--- src/rtl/ifetch_pkg.sv ---
// Shared widths and FSM state type for the instruction fetch unit.
package ifetch_pkg;
   localparam int INST_W = 18;
   localparam int ADDR_W = 12;
   localparam int CNT_W  = 8;

   typedef enum logic [2:0] {
      IDLE,
      FETCH,
      HOLD,
      ISSUE,
      FAULT
   } fetch_state_t;
endpackage

--- src/rtl/ifetch_wdog.sv ---
// Fetch watchdog: counts consecutive un-acked FETCH cycles and flags expiry
// on the cycle that reaches TIMEOUT_CYCLES.
module ifetch_wdog
   import ifetch_pkg::*;
#(
   parameter int TIMEOUT_CYCLES = 16
) (
   input  logic clk,
   input  logic rst,
   input  logic fetch_i,
   input  logic ack_i,
   input  logic redirect_i,
   output logic expire_o
);
   logic [CNT_W-1:0] cnt_q;
   logic [CNT_W-1:0] cnt_d;
   logic             miss;

   always_comb begin
      miss     = fetch_i && !ack_i && !redirect_i;
      cnt_d    = '0;
      expire_o = 1'b0;
      if (miss) begin
         cnt_d    = cnt_q + 1'b1;
         expire_o = (cnt_q == CNT_W'(TIMEOUT_CYCLES - 1));
      end
   end

   always_ff @(posedge clk or posedge rst) begin
      if (rst) cnt_q <= '0;
      else     cnt_q <= cnt_d;
   end
endmodule

--- src/rtl/ifetch_unit.sv ---
// Instruction fetch FSM: one outstanding word request, hold on stall, redirect.
// Optional fetch timeout enabled by defining IFETCH_TIMEOUT_EN.
//
// state | meaning
// IDLE  | one dead cycle after reset/redirect before requesting
// FETCH | request at pc until ack
// HOLD  | word latched, waiting for stall_i to drop
// ISSUE | one-cycle valid strobe, advance pc
// FAULT | fetch timed out; wait for redirect or reset
module ifetch_unit
   import ifetch_pkg::*;
#(
   parameter logic [ADDR_W-1:0] RESET_PC       = 12'h000,
   parameter int                TIMEOUT_CYCLES = 16
) (
   input  logic              clk,
   input  logic              rst,
   output logic              imem_req_o,
   output logic [ADDR_W-1:0] imem_addr_o,
   input  logic              imem_ack_i,
   input  logic [INST_W-1:0] imem_data_i,
   input  logic              stall_i,
   input  logic              redirect_i,
   input  logic [ADDR_W-1:0] redirect_addr_i,
   output logic [INST_W-1:0] inst_o,
   output logic              inst_valid_o,
   output logic [ADDR_W-1:0] pc_o,
   output logic              fault_o
);
   fetch_state_t      state_q, state_d;
   logic [ADDR_W-1:0] pc_q, pc_d;
   logic [ADDR_W-1:0] pc_out_q, pc_out_d;
   logic [INST_W-1:0] inst_q, inst_d;
   logic              wdog_expire;

`ifdef IFETCH_TIMEOUT_EN
   ifetch_wdog #(.TIMEOUT_CYCLES(TIMEOUT_CYCLES)) u_wdog (
      .clk        (clk),
      .rst        (rst),
      .fetch_i    (state_q == FETCH),
      .ack_i      (imem_ack_i),
      .redirect_i (redirect_i),
      .expire_o   (wdog_expire)
   );
   assign fault_o = (state_q == FAULT);
`else
   assign wdog_expire = 1'b0;
   assign fault_o     = 1'b0;
`endif

   always_comb begin
      state_d      = state_q;
      pc_d         = pc_q;
      pc_out_d     = pc_out_q;
      inst_d       = inst_q;
      imem_req_o   = 1'b0;
      inst_valid_o = 1'b0;
      case (state_q)
         IDLE:  state_d = FETCH;
         FETCH: begin
            imem_req_o = 1'b1;
            if (imem_ack_i) begin
               inst_d   = imem_data_i;
               pc_out_d = pc_q;
               state_d  = stall_i ? HOLD : ISSUE;
            end else if (wdog_expire) begin
               state_d = FAULT;
            end
         end
         HOLD:  if (!stall_i) state_d = ISSUE;
         ISSUE: begin
            inst_valid_o = 1'b1;
            pc_d         = pc_q + 1'b1;
            state_d      = FETCH;
         end
         FAULT: state_d = FAULT;
         default: state_d = IDLE;
      endcase
      // Redirect overrides everything decided above, including a same-cycle ack.
      if (redirect_i) begin
         state_d      = IDLE;
         pc_d         = redirect_addr_i;
         pc_out_d     = pc_out_q;
         inst_d       = inst_q;
         inst_valid_o = 1'b0;
      end
   end

   always_ff @(posedge clk or posedge rst) begin
      if (rst) begin
         state_q  <= IDLE;
         pc_q     <= RESET_PC;
         pc_out_q <= RESET_PC;
         inst_q   <= '0;
      end else begin
         state_q  <= state_d;
         pc_q     <= pc_d;
         pc_out_q <= pc_out_d;
         inst_q   <= inst_d;
      end
   end

   assign imem_addr_o = pc_q;
   assign inst_o      = inst_q;
   assign pc_o        = pc_out_q;
endmodule

--- config.mk ---
export PLATFORM = sky130hd
export DESIGN_NAME = ifetch_unit
export DESIGN_NICKNAME = d
export VERILOG_FILES = /design/src/rtl/ifetch_pkg.sv /design/src/rtl/ifetch_wdog.sv /design/src/rtl/ifetch_unit.sv
export SDC_FILE = /design/constraint.sdc
export NUM_CORES = 1
export LEC_CHECK = 0
export CORE_UTILIZATION = 43
export CTS_CLUSTER_SIZE = 25
export DETAILED_ROUTE_END_ITERATION = 6
export PLACE_DENSITY = 0.82
export SLEW_MARGIN = 20
export SYNTH_ARGS = -nofsm -noshare
export SYNTH_HDL_FRONTEND = slang
export SYNTH_HIERARCHICAL = 1
export SYNTH_SLANG_ARGS = --single-unit
--- constraint.sdc ---
create_clock -name clk -period 2.1 [get_ports clk]
set_clock_uncertainty 0.2 [all_clocks]
set_input_delay 0.21 -clock clk [delete_from_list [all_inputs] [get_ports clk]]
set_output_delay 0.21 -clock clk [all_outputs]
set_load 0.005 [all_outputs]
==> impl_results.md, run 1 <==
- Status: finished, final reports clean
- First-pass GRT wire length: 6548 um
- Max-cap violations: 0
- Row Count: 24
- Commonest non-fill, non-tap cell in the layout: clkdlybuf4s50_1
- Final setup fails: 0
- Die footprint: 4846 um^2
- Commonest cells after routing, fill and taps aside: 78 x clkdlybuf4s50_1, 45 x dfrtp_1, 26 x mux2_1
- Synth Warn #: 6
- CTS tree: done
- H-tree levels: 2
- Wire per inst: 13.68 um
- Worst setup slack for register-to-register paths: 300 ps
- Die width: 69.61 um
- RSZ-0062 raised after global routing: false
- Period minus WS final: 1975 ps
- Critical path startpoint category: register
- Post-DP HPWL: 2895 um
- PortBufs: 78
- Crit path largest cell delay: 500 ps
- Detail Route Antenna Nets: 0
- Number of nets in the layout: 271
- Yosys cell types: 33
- Gr ovfl total: 0
- Initial DRC Count: 88
- Final period utilization: 94.06%
- Flops & latches, synth: 45
- Max frequency: 506.3 MHz
- Postcts setup bufs: 0
- Inserted Diodes: 0
- Tot GR Track Use: 17.52%
- Main synth FF type: dfrtp_1
- CP max-delay cell: clkdlybuf4s50_1
- R2R cell count: 4
- I/O pins: 80
- Buf/Inv on CP: 1
- Utilization after layout: 66.38%
- P_leak: 1.244 nW
- Post-DR vias/cell: 4.969
- RePlAce Congestion: 0.7908
- Pwr Density: 797.0 nW/um^2
- EDFF count, synth: 0
- Chip height: 69.61 um
- Setup tns final: 0 ps
- Cts bufs inserted: 5
- Post-CTS sizing: 0
- CP arrival: 1570 ps
- 1st-pass router iterations: 4
- Share of the yosys chip area belonging to registers: 57.29%
- Pin count of the biggest net entering global routing: 29
- Via count: 1431
- Worst VDD drop: 0.5804 mV
- Clock root cell: clkbuf_8
- Drc violations: 0
- Clock transition at the registers of the reported paths: 80 ps
- CP max FO: 5
- Bufs on Longest Clock Path: 2
- Worst endpoint required time: 1690 ps
- Crit-path leading delay family: buffers and inverters
- Cts-stage hold buffer count: 0
- Placed cells: 280
- Clk Latency, worst-skew pair: 300 ps
- Post-Synthesis Cells: 153
- Hold WC Path Type: input port to async pin
- Cell Count, Final, Fillers Out: 288
- Reg-to-Reg Start: imem_addr_o[2]
- Crit-path cells: nor2_4 -> and3_1 -> clkdlybuf4s50_1
- Reg2Reg Capture Point: imem_addr_o[11]
- DRT Wirelength: 3940 um
- Number of fill cells: 335
- Initial antenna violation count: 0
- Slew Viols, Final: 0
- Initial Util: 44.83%
- Share of cells above drive strength 1: 10.59%
- CTS sink cnt: 45
- Synthesized area: 1966 um^2
- Vias in the first global route: 1419
- Setup crit start: state_q[2]
- Synth-to-layout area growth: 48.06%
- Final Hold Fails: 0
- Syn Nets: 189
- Crit. End Element: output port
- Synthesized area per cell: 12.85 um^2
- Hold WS: 27.89 ps
- Crit Path Class: register to output port
- Area of the core: 4384 um^2
- Ys async rst share: 100.0%
## cells by family (layout without fill, tap and decap cells)
| group | after synthesis | after routing | synth area share [%] |
|---|---|---|---|
| AOI/OAI and AO/OA | 14 | 14 | 3.947 |
| xor gates and xnor gates | 11 | 11 | 4.901 |
| adders and majority gates | 1 | 1 | 0.6364 |
| buffers and inverters | 10 | 93 | 2.355 |
| DFF | 45 | 45 | 57.29 |
| muxes | 31 | 31 | 17.70 |
| other | 1 | 1 | 0.1908 |
| and+or+nand+nor | 40 | 40 | 12.99 |
## where the power goes
group	switching [mW]	internal, mW
clock	0.284	0.230
combinational	0.193	0.462
sequential	0.111	1.04
## stage by stage
stage | cell area [um^2] | total power [mW] | setup slack (ps)
2_1_floorplan | 1966 | 1.369 | 426.0
3_3_place_gp | 2819 | 1.813 | 162.8
3_5_place_dp | 2819 | 1.836 | 147.3
4_1_cts | 2905 | 2.363 | 79.21
5_1_grt | 2910 | 2.467 | 22.64
6_report | 2910 | 2.319 | 124.8
## routing by layer
| metal | track usage (%) | wire length (um) | up-vias |
|---|---|---|---|
| met2 | 28.80 | 1932 | 51 |
| met1 | 21.30 | 1698 | 686 |
| met5 | 0 | 0 | - |
| met4 | 6.000 | 44 | 0 |
| li1 | - | - | 689 |
| met3 | 6.395 | 264 | 5 |
## flip-flops by register name, indices dropped and copies added, names as in the netlist
name and flops:
pc_o 12, state_q 3, inst_o 18, imem_addr_o 12
## worst max path at each step
stage / to / depth (start not counted) / slack, ps
after floorplan: imem_addr_o[11] / 4 / 430
after global placement: inst_valid_o / 4 / 160
after detailed placement: inst_valid_o / 4 / 150
after CTS: inst_valid_o / 3 / 80
after global routing: imem_req_o / 2 / 20
final: inst_valid_o / 3 / 120
## synthesized netlist by cell type (all sizes together), types with 2 or more instances
library cell   n  share of area [%]
inv            3               0.57
xnor2          7                3.1
buf            5                1.4
nand2         17                3.2
mux2          30                 17
clkbuf         2               0.38
xor2           4                1.8
nor4           3                2.4
dfrtp         45                 57
nand4          2               0.95
nor3           3               0.76
nor2           5                1.1
o21ai         12                3.1
nand3          3                1.0
## worst reg2reg max path, stage by stage, from the launching register on
cell and delay, ps:
dfrtp_1 460, nand4_2 250, nor4_2 350, xor2_1 100, a221o_1 330
## area by class of cell
type,instances,area [um^2],share of cell area (%)
timing repair buffer,82,823.3,28.29
tap,52,65.06,2.236
sequential,45,1126,38.69
clock inverter,3,17.52,0.6019
multi-input combinational,98,798.3,27.43
inverter,3,11.26,0.3869
clock buffer,5,68.82,2.365
Note: power is estimated with default switching activity, not from simulation.
==> run 2, diff against run 1 <==
--- a/config.mk
+++ b/config.mk
@@ -5,6 +5,7 @@
 export SDC_FILE = /design/constraint.sdc
 export NUM_CORES = 1
 export LEC_CHECK = 0
+export CAP_MARGIN = 5
 export CORE_UTILIZATION = 43
 export CTS_CLUSTER_SIZE = 25
 export DETAILED_ROUTE_END_ITERATION = 6
==> results of run 2 <==
The final DEF is identical to that of run 1; final timing and power are the same.
==> variant: new RTL, flow settings as in run 2 <==
Re-encode `fetch_state_t` (5 states) as one-hot, 5 bits wide.
--- a/src/rtl/ifetch_pkg.sv
+++ b/src/rtl/ifetch_pkg.sv
@@ -6,8 +6,8 @@
 
-   typedef enum logic [2:0] {
-      IDLE,
-      FETCH,
-      HOLD,
-      ISSUE,
-      FAULT
+   typedef enum logic [4:0] {
+      IDLE  = 5'b00001,
+      FETCH = 5'b00010,
+      HOLD  = 5'b00100,
+      ISSUE = 5'b01000,
+      FAULT = 5'b10000
    } fetch_state_t;
Check against the original RTL: same outputs for any inputs over 10 cycles, from zero or initial values and one cycle with rst high; not proved beyond that.
==> variant against run 2 <==
Worst setup slack worse by 0.082 ns. Cell count is 17% higher. Wire length is 31% higher. Cell area is 15% higher. Area after synthesis is 16% higher. Total power is 40% higher. Sequential share of layout area is 3.5 points lower. Sequential cell count is 2 higher.
==> variant: results (changes against run 2) <==
stage,metric,value,unit,change
clock_network,clk_latency,0.29,ns,
routing,drt_iter0_drc,66,,was 88
clock_network,cts_buffers,5,,unchanged
synth,async_reset_ff_frac,1.000,,unchanged
setup_path,critPathSlowestCell,clkdlybuf4s50_1,,unchanged
synth,ys_seq_area_frac,0.5159,,was 0.5729
layout,diodes,0,,unchanged
placement,port_buffers,78,,unchanged
setup_path,cp_max_fo,3,,was 5
power_and_ir_drop,p_leak,1.444,nW,was 1.244 nW
placement,dp.cells,318,,was 280
routing,first_pass_iters,6,,was 4
layout,drive_above_1_share,0.2820,,was 0.1059
routing,routedWlPerCell,15.40,um,was 13.68 um
setup_path,critical_path.max_stage_delay,0.50,ns,about the same
layout,largest_register_ff_count,18,,unchanged
placement,pre_cts_ws,0.1929,ns,was 0.1473 ns
grt,grt.overflow.total,0,,unchanged
routing,finalWirelength,5175,um,was 3940 um
setup_path,r2r-end,imem_addr_o[10],,was imem_addr_o[11]
setup_path,arrival,1.65,ns,was 1.57 ns
run_status,status,"finished, final reports clean",,unchanged
layout,fin_nets,301,,was 271
setup_path,critical_path.top_delay_family,buffers and inverters,,unchanged
power_and_ir_drop,peakVddDrop,0.4189,mV,was 0.5804 mV
clock_network,cts_max_level,2,,unchanged
clock_network,cts-root-buf,clkbuf_8,,unchanged
synth,postSynthCellCount,173,,was 153
hold_path,hold_path_class,in2async,,unchanged
synth,ys_types,40,,was 33
grt,grt_max_degree,25,,was 29
setup_path,reg2regPathDepth,5,,was 4
synth,ys.warnings.count,6,,unchanged
synth,synth_area_leaders,"dfrtp_1 50%, mux2_4 18%, buf_6 3.5%, xor2_1 3.5%, o21ai_0 2.9%",,"was dfrtp_1 57%, mux2_1 15%, nand2_1 3.2%, xnor2_1 3.1%, mux2_2 2.3%"
routing,via_count,1654,,was 1431
placement,hpwl,3661,um,was 2895 um
grt,grt_pass1_vias,1600,,was 1419
grt,grt_pass1_wl,7824,um,was 6548 um
placement,place.gp.congestion,0.8666,,was 0.7908
setup_path,ff2ff_setup_slack,0.21,ns,was 0.30 ns
synth,ys.flop_type,dfrtp_1,,unchanged
setup_path,timing.rr.start,imem_addr_o[1],,was imem_addr_o[2]
clock_network,numClockSinks,47,,was 45
synth,syn_nets,209,,was 189
grt,antenna_found_initial,0,,unchanged
grt,grt_usage,0.1948,,was 0.1752
clock_network,clock_path_buffers,2,,unchanged
synth,synth_common_cells,"46 x dfrtp_1, 28 x mux2_4, 13 x nand2_1, 13 x o21ai_0, 9 x xor2_1",,"was 45 x dfrtp_1, 26 x mux2_1, 17 x nand2_1"
variant: changes by cell type after synthesis, moves of 3 or more:
| cell | before | now |
|---|---|---|
| nor3_1 | 3 | 0 |
| nand2_1 | 17 | 13 |
| xnor2_1 | 7 | 1 |
| o21ai_0 | 8 | 13 |
| buf_6 | 0 | 7 |
| xor2_1 | 4 | 9 |
| buf_2 | 4 | 1 |
| nand4_1 | 1 | 6 |
| mux2_1 | 26 | 0 |
| o21ai_1 | 4 | 0 |
| mux2_4 | 0 | 28 |
variant: worst max path at each step:
stage                     from           end  cells after the start  slack (ns)
floorplan           state_q[0]    inst_o[10]                      7        0.20
global placement    state_q[2]      pc_o[10]                      5        0.23
detailed placement  state_q[2]      pc_o[10]                      5        0.19
CTS                 state_q[2]  inst_valid_o                      4        0.03
global route        state_q[2]  inst_valid_o                      4       -0.03
finish              state_q[2]  inst_valid_o                      4        0.04
variant: final cells by class:
class | instances | area [um2]
clock buffers | 6 | 72.57
clock inverters | 2 | 60.06
fillers | 406 | 1747
inverters | 2 | 7.507
multi-input cells | 112 | 989.7
flip-flops and latches | 47 | 1182
well taps | 70 | 87.58
repair buffers | 97 | 960.9
variant: timing repair:
item                       CTS  global route
pin swaps                    1             0
cloned                       0             0
setup endpoints to repair    1             2
gates resized for setup      6             1
buffers inserted             7             3
variant: cell families after synthesis:
kind of cell    share of synthesized area
simple gates                       0.1283
flops                              0.5159
mux                                0.2078
compound gates                    0.04880
buf+inv                           0.05372
xor+xnor                          0.03838
fa+ha+maj                        0.005482
other cells                      0.001643
variant: metal layers:
| layer | global-route usage | vias to the layer above | share of wire |
|---|---|---|---|
| li1 | - | 789 | - |
| met1 | 0.2376 | 832 | 0.42 |
| met2 | 0.3223 | 31 | 0.54 |
| met3 | 0.05221 | 2 | 0.029 |
| met4 | 0.09015 | 0 | 0.011 |
| met5 | 0 | - | 0 |
variant: metrics by stage:
stage / area (um2) / hold slack, ns / setup TNS, ns
6_report: 3361 / 0.005175 / 0
5_1_grt: 3361 / 0.01975 / -0.03358
4_1_cts: 3336 / 0.004989 / 0
3_5_place_dp: 3141 / 0.2960 / 0
3_3_place_gp: 3141 / 0.2895 / 0
2_1_floorplan: 2282 / 0.08103 / 0
variant: where the power goes:
group	internal (mW)	switching, mW	leakage [nW]
clock	0.476	0.291	0.0654
sequential	1.17	0.173	0.586
combinational	0.842	0.292	0.792
total	2.49	0.756	1.44
